`src/rtl/mem_stage.sv`:
```
// Memory stage: retires ALU results and runs LW/LBU/SW/SB accesses on the data-memory port.
// Latency: 1 cycle for non-memory/misaligned ops, >= 2 cycles for memory ops (ack or timeout).
// Backpressure: ex_ready_o low while a memory access is outstanding; writeback has none.
module mem_stage #(
    parameter int unsigned TIMEOUT_CYCLES = 255
) (
    input  logic        clk,
    input  logic        n_reset,
    input  logic        ex_valid_i,
    output logic        ex_ready_o,
    input  logic [2:0]  ex_mem_op_i,
    input  logic [31:0] ex_result_i,
    input  logic [31:0] ex_addr_i,
    input  logic        ex_we_i,
    input  logic [4:0]  ex_reg_i,
    output logic        dmem_req_o,
    output logic        dmem_we_o,
    output logic [31:0] dmem_addr_o,
    output logic [3:0]  dmem_be_o,
    output logic [31:0] dmem_wdata_o,
    input  logic        dmem_ack_i,
    input  logic [31:0] dmem_rdata_i,
    output logic        wb_valid_o,
    output logic        wb_we_o,
    output logic [4:0]  wb_reg_o,
    output logic [31:0] wb_data_o,
    output logic        wb_err_o
);

    localparam logic [2:0]  OP_LW    = 3'd1;
    localparam logic [2:0]  OP_LBU   = 3'd2;
    localparam logic [2:0]  OP_SW    = 3'd3;
    localparam logic [2:0]  OP_SB    = 3'd4;
    // Last timer value before expiry; the abort edge is the one that would make the timer hit TIMEOUT_CYCLES.
    localparam logic [15:0] TMO_LAST = 16'(TIMEOUT_CYCLES - 1);

    typedef enum logic {S_IDLE = 1'b0, S_ACCESS = 1'b1} state_t;

    state_t      state_q, state_d;
    logic [15:0] timer_q, timer_d;
    logic [2:0]  op_q, op_d;
    logic [1:0]  lane_q, lane_d;
    logic        rwe_q, rwe_d;
    logic [4:0]  rreg_q, rreg_d;
    logic        req_q, req_d;
    logic        dwe_q, dwe_d;
    logic [31:0] daddr_q, daddr_d;
    logic [3:0]  be_q, be_d;
    logic [31:0] wdata_q, wdata_d;
    logic        wbv_q, wbv_d;
    logic        wbwe_q, wbwe_d;
    logic [4:0]  wbreg_q, wbreg_d;
    logic [31:0] wbdata_q, wbdata_d;
    logic        wberr_q, wberr_d;

    logic        accept;
    logic        is_mem;
    logic        is_word;
    logic        misaligned;
    logic        ack_now;
    logic        timeout_now;
    logic        load_q;
    logic [7:0]  lane_byte;

    assign accept      = ex_valid_i && (state_q == S_IDLE);
    assign is_mem      = (ex_mem_op_i >= OP_LW) && (ex_mem_op_i <= OP_SB);
    assign is_word     = (ex_mem_op_i == OP_LW) || (ex_mem_op_i == OP_SW);
    assign misaligned  = is_word && (ex_addr_i[1:0] != 2'b00);
    assign ack_now     = (state_q == S_ACCESS) && dmem_ack_i;
    assign timeout_now = (state_q == S_ACCESS) && !dmem_ack_i && (timer_q == TMO_LAST);
    assign load_q      = (op_q == OP_LW) || (op_q == OP_LBU);

    // State register; reset mid-access discards the in-flight instruction.
    always_ff @(posedge clk or negedge n_reset) begin
        if (!n_reset) begin
            state_q <= S_IDLE;
        end else begin
            state_q <= state_d;
        end
    end

    // Next state: legal memory ops enter ACCESS, ack or expiry returns to IDLE.
    always_comb begin
        state_d = state_q;
        case (state_q)
            S_IDLE:   if (accept && is_mem && !misaligned) state_d = S_ACCESS;
            S_ACCESS: if (dmem_ack_i || (timer_q == TMO_LAST)) state_d = S_IDLE;
            default:  state_d = S_IDLE;
        endcase
    end

    // Upstream handshake depends on state only.
    always_comb begin
        ex_ready_o = (state_q == S_IDLE);
    end

    // Little-endian byte lane selection for LBU.
    always_comb begin
        lane_byte = dmem_rdata_i[7:0];
        case (lane_q)
            2'd0: lane_byte = dmem_rdata_i[7:0];
            2'd1: lane_byte = dmem_rdata_i[15:8];
            2'd2: lane_byte = dmem_rdata_i[23:16];
            2'd3: lane_byte = dmem_rdata_i[31:24];
            default: lane_byte = dmem_rdata_i[7:0];
        endcase
    end

    // Datapath next-state: request setup on accept, retirement on ack/expiry/non-memory op.
    always_comb begin
        timer_d  = timer_q;
        op_d     = op_q;
        lane_d   = lane_q;
        rwe_d    = rwe_q;
        rreg_d   = rreg_q;
        req_d    = req_q;
        dwe_d    = dwe_q;
        daddr_d  = daddr_q;
        be_d     = be_q;
        wdata_d  = wdata_q;
        wbv_d    = 1'b0;
        wbwe_d   = wbwe_q;
        wbreg_d  = wbreg_q;
        wbdata_d = wbdata_q;
        wberr_d  = wberr_q;
        if (accept) begin
            if (!is_mem) begin
                wbv_d    = 1'b1;
                wbwe_d   = ex_we_i;
                wbreg_d  = ex_reg_i;
                wbdata_d = ex_result_i;
                wberr_d  = 1'b0;
            end else if (misaligned) begin
                wbv_d    = 1'b1;
                wbwe_d   = 1'b0;
                wbreg_d  = ex_reg_i;
                wbdata_d = 32'd0;
                wberr_d  = 1'b1;
            end else begin
                req_d   = 1'b1;
                daddr_d = {ex_addr_i[31:2], 2'b00};
                be_d    = is_word ? 4'b1111 : (4'b0001 << ex_addr_i[1:0]);
                dwe_d   = (ex_mem_op_i == OP_SW) || (ex_mem_op_i == OP_SB);
                if (ex_mem_op_i == OP_SW) begin
                    wdata_d = ex_result_i;
                end else if (ex_mem_op_i == OP_SB) begin
                    wdata_d = {4{ex_result_i[7:0]}};
                end else begin
                    wdata_d = 32'd0;
                end
                op_d    = ex_mem_op_i;
                lane_d  = ex_addr_i[1:0];
                rwe_d   = ex_we_i;
                rreg_d  = ex_reg_i;
                timer_d = 16'd0;
            end
        end else if (ack_now) begin
            req_d   = 1'b0;
            wbv_d   = 1'b1;
            wberr_d = 1'b0;
            wbreg_d = rreg_q;
            wbwe_d  = load_q ? rwe_q : 1'b0;
            if (op_q == OP_LW) begin
                wbdata_d = dmem_rdata_i;
            end else if (op_q == OP_LBU) begin
                wbdata_d = {24'd0, lane_byte};
            end else begin
                wbdata_d = 32'd0;
            end
        end else if (timeout_now) begin
            req_d    = 1'b0;
            wbv_d    = 1'b1;
            wberr_d  = 1'b1;
            wbwe_d   = 1'b0;
            wbreg_d  = rreg_q;
            wbdata_d = 32'd0;
        end else if (state_q == S_ACCESS) begin
            timer_d = timer_q + 16'd1;
        end
    end

    // Datapath registers.
    always_ff @(posedge clk or negedge n_reset) begin
        if (!n_reset) begin
            timer_q  <= 16'd0;
            op_q     <= 3'd0;
            lane_q   <= 2'd0;
            rwe_q    <= 1'b0;
            rreg_q   <= 5'd0;
            req_q    <= 1'b0;
            dwe_q    <= 1'b0;
            daddr_q  <= 32'd0;
            be_q     <= 4'd0;
            wdata_q  <= 32'd0;
            wbv_q    <= 1'b0;
            wbwe_q   <= 1'b0;
            wbreg_q  <= 5'd0;
            wbdata_q <= 32'd0;
            wberr_q  <= 1'b0;
        end else begin
            timer_q  <= timer_d;
            op_q     <= op_d;
            lane_q   <= lane_d;
            rwe_q    <= rwe_d;
            rreg_q   <= rreg_d;
            req_q    <= req_d;
            dwe_q    <= dwe_d;
            daddr_q  <= daddr_d;
            be_q     <= be_d;
            wdata_q  <= wdata_d;
            wbv_q    <= wbv_d;
            wbwe_q   <= wbwe_d;
            wbreg_q  <= wbreg_d;
            wbdata_q <= wbdata_d;
            wberr_q  <= wberr_d;
        end
    end

    assign dmem_req_o   = req_q;
    assign dmem_we_o    = dwe_q;
    assign dmem_addr_o  = daddr_q;
    assign dmem_be_o    = be_q;
    assign dmem_wdata_o = wdata_q;
    assign wb_valid_o   = wbv_q;
    assign wb_we_o      = wbwe_q;
    assign wb_reg_o     = wbreg_q;
    assign wb_data_o    = wbdata_q;
    assign wb_err_o     = wberr_q;

endmodule

```
`config.mk`:
```
export PLATFORM = sky130hd
export DESIGN_NAME = mem_stage
export DESIGN_NICKNAME = d
export VERILOG_FILES = /design/src/rtl/mem_stage.sv
export SDC_FILE = /design/constraint.sdc
export NUM_CORES = 1
export LEC_CHECK = 0
export BUFFER_PORTS_ARGS = -buffer_cell sky130_fd_sc_hd__buf_4
export CAP_MARGIN = 20
export CELL_PAD_IN_SITES_DETAIL_PLACEMENT = 1
export CELL_PAD_IN_SITES_GLOBAL_PLACEMENT = 1
export CORE_MARGIN = 5
export CORE_UTILIZATION = 30
export DETAILED_ROUTE_END_ITERATION = 16
export GPL_ROUTABILITY_DRIVEN = 1
export GPL_TIMING_DRIVEN = 0
export HOLD_SLACK_MARGIN = 0.03
export MAX_ROUTING_LAYER = met4
export PLACE_DENSITY_LB_ADDON = 0.1
export SYNTH_ARGS = -nofsm -noshare
export SYNTH_HDL_FRONTEND = slang
export SYNTH_SLANG_ARGS = --single-unit
export TNS_END_PERCENT = 5
```
`constraint.sdc`:
```
create_clock -name clk -period 2 [get_ports clk]
set_input_delay 0.4 -clock clk [delete_from_list [all_inputs] [get_ports clk]]
set_output_delay 0.4 -clock clk [all_outputs]
set_load 0.1 [all_outputs]
```
# ---- Yosys cells after proc, flatten, opt, wreduce, memory -nomap -nowiden
# Cells that the tools add are included.
dict set report totals {
  regBits 136
  inputBits 109
  out_inout_bits 111
}
dict set report op_classes {
  add_sub_neg 1
  magnitude_cmp 2
  n_eq_ne 14
  shift 1
  n_mux 45
  n_bitwise 2
  n_reduce_logical 22
}
# op count
set op_table {}
lappend op_table {{two-way mux 32 bit} 8}
lappend op_table {{two-way mux 16 bit} 6}
lappend op_table {{case mux 8 bit (4 select lines)} 1}
lappend op_table {{two-way mux 5 bit} 5}
lappend op_table {{two-way mux 1 bit} 22}
lappend op_table {{adder 16 x 1 -> 16 bit (second input constant)} 1}
lappend op_table {{equality test 16 x 8 -> 1 bit (second input constant)} 1}
lappend op_table {{logical AND 1 bit} 8}
lappend op_table {{two-way mux 8 bit} 1}
lappend op_table {{equality test 3 x 1 -> 1 bit (second input constant)} 2}
lappend op_table {{equality test 3 x 2 -> 1 bit (second input constant)} 2}
lappend op_table {{inequality test 2 bit (second input constant)} 3}
lappend op_table {{AND reduction 3 bit} 2}
lappend op_table {{AND reduction 5 bit} 1}
lappend op_table {{equality test 2 bit (second input constant)} 2}
lappend op_table {{logical OR 1 bit} 4}
lappend op_table {{two-way mux 4 bit} 1}
lappend op_table {{nonzero test 2 bit} 2}
lappend op_table {{left shift 1 x 2 -> 4 bit (first input constant)} 1}
lappend op_table {{equality test 3 bit (second input constant)} 1}
lappend op_table {{>= comparator 3 x 1 -> 1 bit (second input constant)} 1}
lappend op_table {{<= comparator 3 bit (second input constant)} 1}
lappend op_table {{inequality test 3 x 2 -> 1 bit (second input constant)} 1}
lappend op_table {{nonzero test 3 bit} 1}
lappend op_table {{7 further kinds} 9}

# ---- Depth between registers and ports, before layout
dict set report depth {
  ltp_word 7
  ltp_mapped 10
}

# ---- Worst setup path after synthesis
# Ideal clock, no wire load.
dict set report synth_timing {
  path_kind {flip-flop to flip-flop}
  start {reg state_q}
  end {reg wbdata_q[7] (netlist: wb_data_o[7])}
  setup_time_ns 0.128
  t_arrival_ns 2.275
  slack_ns -0.404
  stages_incl_launch_ff 8
  n_path_buf 1
  synth_period_minus_slack_ns 2.404
  path_cell_list {dfrtp_1 -> inv_1 -> nand2_1 -> nor2_2 -> nor2_2 -> inv_2 -> buf_6 -> mux2_1}
}
dict set report synth_via {
  elab_chain_len 4
  word_cells_on_any_way 10
  classes_between {eq/ne: 1; mux: 2; bitwise: 1; reduce/logical: 6}
}
# element line
set synth_rtl {}
lappend synth_rtl {{from (decl)} 39} ;# state_t state_q, state_d;
lappend synth_rtl {{from (signal assigned)} 78} ;# state_q <= state_d;
lappend synth_rtl {{NOT 1 bit *} --}
lappend synth_rtl {{via ex_ready_o} 10} ;# output logic ex_ready_o,
lappend synth_rtl {{logical AND 1 bit *} 65} ;# assign accept = ex_valid_i && (state_q == S_IDLE);
lappend synth_rtl {{inequality test 3 x 2 -> 1 bit (no source line) / nonzero test 3 bit (equally long branches)} --}
lappend synth_rtl {{AND reduction 2 bit (no source line)} --}
lappend synth_rtl {{to (signal assigned)} 214} ;# wbdata_q <= wbdata_d;
lappend synth_rtl {{to (decl)} 53} ;# logic [31:0] wbdata_q, wbdata_d;
# The timed path passes the listed nets; every way through them passes the cells marked *.
# A chain may end at the register's enable or synchronous reset.

# ---- Final worst setup path
dict set report layout_timing {
  start {reg timer_q[0]}
  end {reg wbdata_q[7] (netlist: wb_data_o[7])}
}
dict set report layout_via {
  elab_chain_len 4
}
# element line
set layout_rtl {}
lappend layout_rtl {{from (decl)} 40} ;# logic [15:0] timer_q, timer_d;
lappend layout_rtl {{from (signal assigned)} 201} ;# timer_q <= timer_d;
lappend layout_rtl {{equality test 16 x 8 -> 1 bit} 70} ;# assign timeout_now = (state_q == S_ACCESS) && !dmem_ack_i && (timer_q == TMO_LAST);
lappend layout_rtl {{logical AND 1 bit} 70}
lappend layout_rtl {{nonzero test 3 bit (no source line)} --}
lappend layout_rtl {{AND reduction 2 bit (no source line)} --}
# Every way passes these cells.

==> out/metrics.cfg <==
[worst_setup_path]
r2r-start = timer_q[0]$_DFFE_PN0P_
critical_path.reg2reg.endpoint = wb_data_o[7]$_DFFE_PN0P_
critPathLaunch = timer_q[0]$_DFFE_PN0P_
crit_path_start_kind = register
worstSetupEndpoint = wb_data_o[7]$_DFFE_PN0P_
ff2ff_path_depth = 9
worstSetupPathType = reg -> reg
endpoint_kind = register
reg2reg_slack_ns = -0.03
path_max_fanout = 7
crit_arrival_ns = 2.34
worst-endpoint-required_ns = 2.31

[min_path]
whs_path_depth = 3
worst_hold_path_type = in -> reg
min_from = ex_addr_i[3]

[synth]
yosys_register_bits = 136
synthDistinctLibCells = 53
synth_top_family_by_area = simple AND/OR/NAND/NOR gates
synth_area_sq_um = 6230
syn-mean-instance-area_sq_um = 9.57
asyncSetResetFlopFracSynth_pct = 100
yosysSeqAreaShare_pct = 54.6
synth_edf_count = 0
synth-compound-area-share_pct = 17.2
synth_simple_gate_area_share_pct = 19.0
synthAdderAreaFrac_pct = 0.402
syn_inst = 651
xor_xnor_cell_area_share_of_the_yosys_netlist_pct = 1.55
yosys_warnings = 0
dominantRegCellSynth = dfrtp_1
synthMuxAreaShare_pct = 1.81

[clock_network]
max-clock-path-buffers = 2
tritoncts_clock_tree = built
clockRootBuffer = clkbuf_16
cts_made_buffers = 17
clk-insertion-delay-late_ns = 0.43
cts.clk_slew.worst_paths_ns = 0.06
clock-sinks = 136
cts_htree_levels = 4

[cells_and_area]
layout.cells.non_filler = 1182
final_common_cell = buf_4
layout_cell_share_with_drive_strength_beyond_1_pct = 35.1
area_growth_pct = 44.6
mostFrequentLayoutCells = 224 x buf_4, 142 x nand2_1, 136 x dfrtp_1, 64 x nor2_1, 38 x a22oi_1
design.final.nets = 1010

[detailed_routing]
detailedRoute.firstIterationViolations = 347
dr_total_vias = 5854
post_drt_via_cell_ratio = 4.95
post-route-drc-count = 0
finalWirelength_microns = 24200
drt-pass1-iter-count = 4
antenna_left = 0
route.detailed.wl_per_inst_microns = 20.5

[placement]
placement.setup.worst_slack_ns = -0.366
placed_cells_incl_taps = 1138
buffers_on_ports = 215
dp.final_hpwl_microns = 18400
replace_congestion = 0.837

[global_route]
grt_antenna_before_repair = 1
grt_start_max_net_pins = 93
first_global_vias = 6227
globalRouteTotalUtil_pct = 20.7
grt_overflow_total = 0
grt_pass1_wl_microns = 36800

[power]
totalPowerFinal_w = 0.0141
p_per_area_nw_per_um2 = 1560
leakage_nw = 4.37
ir_worst_vdd_mv = 0.842

[floorplanning]
rows = 52
floorplan.initialDensity_pct = 30.6
core_sq_um = 20400
die_width_microns = 154
y_dimension_of_the_die_microns = 154
floorplan.die_area_sq_um = 23800
io_pins = 220

[run]
maxCapViolCount = 0

[timing]
finalCritPeriodShare_pct = 102
setup_ws_ns = -0.0327
report.final.setup_viol = 7
timing.final.crit_period_ns = 2.03
relSlewSlack_pct = 54.0
hold_viol_final = 0
final.setup_skew_ns = 0.00902
maxSlewViolCount = 0
rsz0062_at_grt = true
worstMarginPinSlew_ns = 0.687
max_freq_mhz = 492

[run_status]
failed_checks = negative setup slack
outcome = finished, violations left

cell families (layout without fill, tap and decap cells):
family          after synthesis  in the layout
other cells                   1              3
flops                       136            136
fa+ha+maj                     2              2
compound gates              145            145
mux                           9              9
buf+inv                      76            335
simple gates                271            271
xor+xnor                     11             11
repair_timing:
item                       4_1_cts  5_1_grt
setup buffers                    7        2
setup endpoints to repair       58       50
pin swaps                        2        0
hold buffers                     1        0
gates cloned                     0        1
resized for setup                9       10
hold endpoints to repair        44        0
state kept, by name (all words and copies together) (netlist names):
name and count:
op_q 3, timer_q 16, wb_err_o 1, rreg_q 5
dmem_addr_o 30, dmem_wdata_o 32, wb_we_o 1, wb_reg_o 5
wb_data_o 32, dmem_be_o 4, lane_q 2, dmem_req_o 1
state_q 1, wb_valid_o 1, rwe_q 1, dmem_we_o 1
critical path, stage by stage (launching register included):
cell     delay [ns]
dfrtp_1        0.38
inv_1          0.06
ha_1           0.14
nor4b_4        0.23
nand4_4        0.15
o31ai_4        0.33
nor2_2         0.09
inv_2          0.09
buf_8          0.13
mux2_1         0.31
per-stage QoR:
stage	instance area, sq um	TNS, ns	hold slack [ns]	util (%)
floorplan	6240	-0.0417	0.104	-
global placement	8190	-39.08	0.448	40.2
detailed placement	8230	-30.43	0.366	40.4
CTS	8930	-0.103	0.152	43.9
global route	9010	-2.87	0.157	44.3
finish	9010	-0.129	0.160	44.3
per-layer routing:
metal  wire (microns)  global-route usage (%)
met5                0                       -
met4              609                    7.49
met1            10500                    26.8
met2            11900                    32.8
met3             1250                    3.51
final cells by class:
cell class	count	area, sq um
fillers	2340	11400
flip-flops and latches	136	3400
multi-input cells	440	2520
repair buffers	228	1770
clock buffers	19	443
well taps	270	338
plain buffers	40	224
clock inverters	12	175
inverters	36	139
diodes	1	2.50
worst min path at each step:
stage	end	slack [ns]
2_1_floorplan	dmem_addr_o[10]$_DFFE_PN0P_	0.10
3_3_place_gp	rreg_q[0]$_DFFE_PN0P_	0.45
3_5_place_dp	wb_data_o[28]$_DFFE_PN0P_	0.37
4_1_cts	dmem_addr_o[3]$_DFFE_PN0P_	0.15
5_1_grt	dmem_addr_o[11]$_DFFE_PN0P_	0.16
6_report	dmem_addr_o[3]$_DFFE_PN0P_	0.16
cells in the mapped netlist (8+ instances only):
cell,instances,area (sq um)
inv_1,35,131
o21ai_0,26,130
nand3_1,16,80.1
nand2b_1,8,50.1
nand2_1,144,541
clkbuf_1,20,75.1
buf_2,15,75.1
nor2_1,65,244
a22oi_1,38,285
nor3_1,12,60.1
a221oi_1,24,210
dfrtp_1,136,3400
xnor2_1,8,70.1
a21oi_1,14,70.1
power breakdown:
group,switching (W),leakage [nW],internal (W)
Sequential,0.000407,1.70,0.00339
Combinational,0.00545,2.37,0.00146
Clock,0.00124,0.295,0.00211
(Power assumes the default switching activity.)
